[config.mk]
export PLATFORM = sky130hd
export DESIGN_NAME = unidade_controle_exp3
export DESIGN_NICKNAME = d
export VERILOG_FILES = /design/src/rtl/unidade_controle_exp3.sv
export SDC_FILE = /design/constraint.sdc
export NUM_CORES = 1
export LEC_CHECK = 0
export ABC_AREA = 0
export BUFFER_PORTS_ARGS = -buffer_cell sky130_fd_sc_hd__buf_4
export CAP_MARGIN = 20
export CORE_MARGIN = 8
export CORE_UTILIZATION = 55
export DETAILED_ROUTE_END_ITERATION = 10
export PLACE_DENSITY_LB_ADDON = 0.1
export SYNTH_ARGS = -nofsm -noshare
export SYNTH_HDL_FRONTEND = slang
export SYNTH_SLANG_ARGS = --single-unit
[constraint.sdc]
create_clock -name clock_i -period 2.34 [get_ports clock_i]
set_input_delay 0.468 -clock clock_i [delete_from_list [all_inputs] [get_ports clock_i]]
set_output_delay 0.468 -clock clock_i [all_outputs]
set_load 0.02 [all_outputs]
[src/rtl/unidade_controle_exp3.sv]
// unidade_controle_exp3: control FSM for the search/load counter experiment
//
// Ports:
//   clock_i      rising-edge system clock
//   reset_i      asynchronous active-high reset, forces INICIAL immediately
//   iniciar_i    level-sensitive start request
//   modo_i       0 = search (count up until count == chaves), 1 = load chaves and count to 15
//   pausa_i      freezes counting while high
//   igual_i      datapath equality flag (count == chaves)
//   fim_i        datapath ripple carry (count == 15 with count enable)
//   zera_o       datapath clear strobe
//   carrega_o    datapath load strobe
//   conta_o      datapath count enable
//   pronto_o     operation finished (ACHOU or FIM)
//   erro_o       operation failed (ERRO)
//   db_modo_o    latched mode
//   db_estado_o  state code for the seven-segment display
module unidade_controle_exp3 #(
    parameter int TIMEOUT = 255
) (
    input  logic       clock_i,
    input  logic       reset_i,
    input  logic       iniciar_i,
    input  logic       modo_i,
    input  logic       pausa_i,
    input  logic       igual_i,
    input  logic       fim_i,
    output logic       zera_o,
    output logic       carrega_o,
    output logic       conta_o,
    output logic       pronto_o,
    output logic       erro_o,
    output logic       db_modo_o,
    output logic [3:0] db_estado_o
);
    localparam logic [3:0] INICIAL = 4'h0;
    localparam logic [3:0] PREPARA = 4'h1;
    localparam logic [3:0] CARREGA = 4'h2;
    localparam logic [3:0] CONTA   = 4'h3;
    localparam logic [3:0] PAUSA   = 4'h4;
    localparam logic [3:0] ACHOU   = 4'h5;
    localparam logic [3:0] ERRO    = 4'hE;
    localparam logic [3:0] FIM     = 4'hF;
    localparam logic [7:0] ESPERA_MAX = 8'(TIMEOUT - 1);

    logic [3:0] estado_q, estado_d;
    logic       modo_q, modo_d;
    logic [7:0] espera_q, espera_d;
    logic       achou;
    logic [3:0] partida;

    // Search mode stops on a match; load mode ignores the comparator.
    assign achou   = !modo_q && igual_i;
    assign partida = modo_i ? CARREGA : PREPARA;

    always_comb begin
        estado_d = estado_q;
        modo_d   = modo_q;
        case (estado_q)
            INICIAL, ACHOU, FIM, ERRO: begin
                estado_d = iniciar_i ? partida : estado_q;
                modo_d   = iniciar_i ? modo_i : modo_q;
            end
            PREPARA, CARREGA: estado_d = CONTA;
            CONTA:   estado_d = pausa_i ? PAUSA :
                                achou   ? ACHOU :
                                fim_i   ? (modo_q ? FIM : ERRO) : CONTA;
            PAUSA:   estado_d = !pausa_i ? CONTA :
                                (espera_q == ESPERA_MAX) ? ERRO : PAUSA;
            default: estado_d = INICIAL;
        endcase
    end

    // Wait counter lives only in PAUSA: zero everywhere else, saturating inside.
    always_comb begin
        espera_d = (estado_q != PAUSA) ? 8'd0 :
                   (&espera_q)         ? espera_q : espera_q + 8'd1;
    end

    always_ff @(posedge clock_i or posedge reset_i) begin
        if (reset_i) begin
            estado_q <= INICIAL;
            modo_q   <= 1'b0;
            espera_q <= 8'd0;
        end else begin
            estado_q <= estado_d;
            modo_q   <= modo_d;
            espera_q <= espera_d;
        end
    end

    assign zera_o      = (estado_q == PREPARA);
    assign carrega_o   = (estado_q == CARREGA);
    assign conta_o     = (estado_q == CONTA) && !pausa_i && !achou;
    assign pronto_o    = (estado_q == ACHOU) || (estado_q == FIM);
    assign erro_o      = (estado_q == ERRO);
    assign db_modo_o   = modo_q;
    assign db_estado_o = estado_q;
endmodule

# After elaboration in Yosys (flattened, before gate mapping)

Cells that the tools add are included.

Bits in registers: 13
Input port bits: 7
Output and inout bits: 10
Logic and storage cells: 38

Add/sub/neg operators: 1
Eq/ne operators: 11
Mux-type cells: 11
Reductions and logical operators: 12

Operators by type and width:

| cell                                                  | count |
|---|---|
| 2-to-1 mux 4 bit                                      | 6 |
| 2-to-1 mux 8 bit                                      | 2 |
| case mux 4 bit (4 select lines)                       | 1 |
| adder 8 x 1 -> 8 bit, second input constant           | 1 |
| == test 4 x 2 -> 1 bit, second input constant         | 2 |
| == test 4 x 3 -> 1 bit, second input constant         | 2 |
| == test 4 bit, second input constant                  | 2 |
| == test 8 bit, second input constant                  | 1 |
| AND reduction 8 bit                                   | 1 |
| == test 4 x 1 -> 1 bit, second input constant         | 1 |
| logical NOT 4 bit                                     | 1 |
| inequality test 2 bit, second input constant          | 2 |
| inequality test 4 x 3 -> 1 bit, second input constant | 1 |
| OR reduction 4 bit                                    | 1 |
| logical AND 1 bit                                     | 3 |
| logical NOT 1 bit                                     | 3 |
| 2-to-1 mux 2 bit                                      | 1 |
| AND reduction 2 bit                                   | 1 |
| OR reduction 2 bit                                    | 1 |
| logical OR 1 bit                                      | 1 |
| 2-to-1 mux 1 bit                                      | 1 |

# Logic depth before layout (Yosys ltp)

Depth in word-level cells: 5
Mapped depth: 6
Depth with buffers taken out: 6

# Least setup slack after synthesis

Ideal clock, no wire load.

Path kind: reg-to-output
Start: reg estado_q[3] (netlist: db_estado_o[3])
End: out conta_o
Data arrival time: 1.478 ns
Required time: 1.872 ns
Slack: 0.394 ns
Cell stages (with the launch flop): 4
Buffers on the path: 1
Cells stage by stage: dfrtp_1 > clkbuf_1 > nand4bb_1 > nor3_1

Cells in the longest elaborated chain, start to end: 3

RTL lines:

| item                            | line | RTL |
|---|---|---|
| start, declared                 | 46   | `logic [3:0] estado_q, estado_d;` |
| start signal, assigned          | 86   | `estado_q <= estado_d;` |
| == test 4 x 2 -> 1 bit          | 94   | `assign conta_o = (estado_q == CONTA) && !pausa_i && !achou;` |
| logical AND 1 bit (2 in series) | 94   |  |
| end, declared                   | 30   | `output logic conta_o,` |

No other way between the ends.

# Worst setup path after layout

Start: reg estado_q[1] (netlist: db_estado_o[1])
End: out conta_o

Same word-level chain as after synthesis.

==> flow_summary.toml <==
[run_status]
status = "finished, final reports clean"

[clock_tree]
cts_max_level = 1
cts_num_sinks = 13
clkLatencyLatePin_ns = 0.28
cts_setup_buffers = 0
ctsHoldBuffers = 0
clock-root-buffer = "clkbuf_4"
clockBufferDepth = 2
path_clk_slew_ns = 0.09
cts.repair.resized = 0
cts_buffers = 3
cts_tree = "yes"

[sta]
grt_setup_unrepaired = "false"
drv_slew = 0
setup_violations = 0
fin_crit_ns = 2.13
max_freq_ghz = 0.470
max-slew-margin-rel_pct = 66.6
tightest_slew_ns = 0.500
hold_viol_final = 0
fin_setup_tns_ns = 0
fin_crit_sh_pct = 90.9
clock_skew_ns = 0.00410

[pwr]
fin_total_pwr_mw = 1.00
seqPwrFrac_pct = 32.8
clockPowerShare_pct = 14.1
internal_power_mw = 0.564
switchingPower_mw = 0.438
combPwrFrac_pct = 53.1
p_sw_share_pct = 43.7
peakVddDrop_mv = 0.601
power_density_mw_per_mm2 = 958
leakage_nw = 0.464

[drt]
dr.pass1.iters = 4
drt.antenna.violating_nets = 0
drt_wl_total_um = 2060
vias_per_cell = 6.22
routedWlPerCell_um = 14.9
vias = 859
drtIter0Drc = 39
drc = 0

[die]
start_util_pct = 59.1
core_area_sq_mm = 0.00151
boundaryPins = 17
die_x_um = 56.2
die_height_um = 56.2
die-area_sq_mm = 0.00316
rows = 14

[worst_setup_path]
timing.rr.start = "db_estado_o[1]"
path_cells = "nand4bb_1 -> nor3_1 -> buf_4"
cp_max_fo = 15
crit_slowest_cell = "dfrtp_1"
critPathRequiredTime_ns = 1.87
rr_worst_depth = 4
start_kind = "register"
setup.worst_path.end_class = "output pin"
r2r_setup_slack_ns = 0.45
worstPathArrival_ns = 1.66
cp_slowest_stage_delay_ns = 0.59
cp_num_buf_inv = 1
r2r_end = "db_estado_o[1]"
cp_top_family = "flip-flops"
path_class = "reg -> out"

[final_layout]
n_antenna_cell = 0
nFillCells = 126
fin_util_pct = 69.4
drive_gt1_share_pct = 20.5
num-nets-final = 132
area_delta_synth_final_pct = 17.4

[global_route]
antenna_found_initial = 0
grt_max_degree = 16
grt_pass1_wl_um = 3490
grt_pass1_vias = 781
use_met3_pct = 5.71
track_usage_pct = 12.9
met2_usage_pct = 18.1
grt.busiest_layer = "met2"
met1_usage_pct = 18.0
grt_overflow_total = 0

[run]
maxCapViolations = 0

[synth]
synth_warnings = 0
postSynthAreaPerCell_sq_um = 8.40
synth-seq-cells = 13
yosysSeqAreaShare_pct = 36.5
yosysUniqueCellTypes = 38
synth_cells = 106
syn_area_sq_um = 891
synth_nets = 115

[placement]
portBuffers = 16
dp_hpwl_um = 1560
gp_congestion = 0.908

[worst_hold_path]
hold_path.class = "in -> async"
power groups by stage:
stage / registers, mW / logic (mW) / clock network, mW
after floorplan: 0.351 / 0.330 / 0
after global placement: 0.327 / 0.528 / 0
after detailed placement: 0.331 / 0.531 / 0
after CTS: 0.327 / 0.532 / 0.147
after global routing: 0.337 / 0.588 / 0.159
final: 0.329 / 0.532 / 0.141
layout make-up:
class | instances | area, sq um | share of cell area (%)
multi-input combinational | 80 | 512 | 48.9
sequential | 13 | 325 | 31.1
timing repair buffer | 18 | 135 | 12.9
clock buffer | 3 | 22.5 | 2.15
tap | 16 | 20.0 | 1.91
inverter | 7 | 26.3 | 2.51
clock inverter | 1 | 5.00 | 0.478
cell usage after synthesis (all sizes together):
library cell	count	area [sq um]
a21oi	5	25.0
o21bai	1	7.51
nor3	7	46.3
a211oi	3	22.5
o221ai	1	8.76
nand4bb	1	11.3
nand2	5	18.8
a22oi	1	7.51
and3	1	6.26
nor2	11	41.3
nor3b	2	15.0
nor2b	4	25.0
xnor2	2	17.5
or4b	1	10.0
o31a	1	8.76
nand3	6	30.0
o21ai	5	25.0
inv	7	26.3
a32oi	1	8.76
ha	2	25.0
a21boi	1	7.51
a31oi	4	25.0
a311o	1	10.0
or2	1	6.26
o32ai	1	8.76
and2	1	6.26
o32a	1	10.0
and4	2	17.5
nand2b	3	18.8
a221oi	1	8.76
clkbuf	4	15.0
mux2	1	11.3
buf	2	12.5
nand4	2	12.5
dfrtp	13	325
o311ai	1	8.76
flip-flops by register name (all words and copies together), names as in the netlist:
name	flops
db_modo_o	1
db_estado_o	4
espera_q	8
layout by cell type (no fill, tap or decap), types with 3 or more instances in the layout:
cell,synthesis,layout
buf_4,1,18
dfrtp_1,13,13
nor2_1,11,11
inv_1,7,7
nor3_1,6,6
nand3_1,6,6
o21ai_0,5,5
nand2_1,5,5
a21oi_1,5,5
nor2b_1,4,4
a31oi_1,4,4
nand2b_1,3,3
a211oi_1,3,3
clkbuf_4,0,3
worst register-to-register path: stages (launching register included):
cell     delay, ns
dfrtp_1       0.53
or4b_1        0.79
nor3_4        0.24
a31oi_1       0.06
a32oi_1       0.19
worst max path at each step:
stage / startpoint / to / cells past startpoint
after floorplan: db_estado_o[3] / conta_o / 3
after global routing: db_estado_o[1] / conta_o / 3
after global placement: db_estado_o[1] / db_estado_o[1] / 4
after detailed placement: db_estado_o[1] / db_estado_o[1] / 4
final: db_estado_o[1] / conta_o / 3
after CTS: db_estado_o[3] / conta_o / 3
logic make-up (layout without fill, tap and decap cells):
group           count (synthesis)  after routing  synth area share (%)
compound gates                 28             28                  21.6
xor+xnor                        2              2                  1.97
fa+ha+maj                       2              2                  2.81
mux                             1              1                  1.26
flops                          13             13                  36.5
buf+inv                        13             29                  6.04
simple gates                   47             47                  29.8
through the flow:
stage,cell area [sq um],setup slack (ns),hold WS [ns],cells
finish,1050,0.214,0.210,138
floorplan,891,0.394,0.345,106
CTS,1050,0.246,0.224,138
detailed placement,1020,0.482,0.529,134
global route,1050,0.0665,0.254,138
global placement,1020,0.537,0.508,134
metal layers:
layer | routed length, um | vias to the layer above
li1 | - | 424
met1 | 982 | 397
met2 | 853 | 36
met3 | 208 | 2
met4 | 10 | 0
met5 | 0 | -
(Power assumes the default switching activity.)
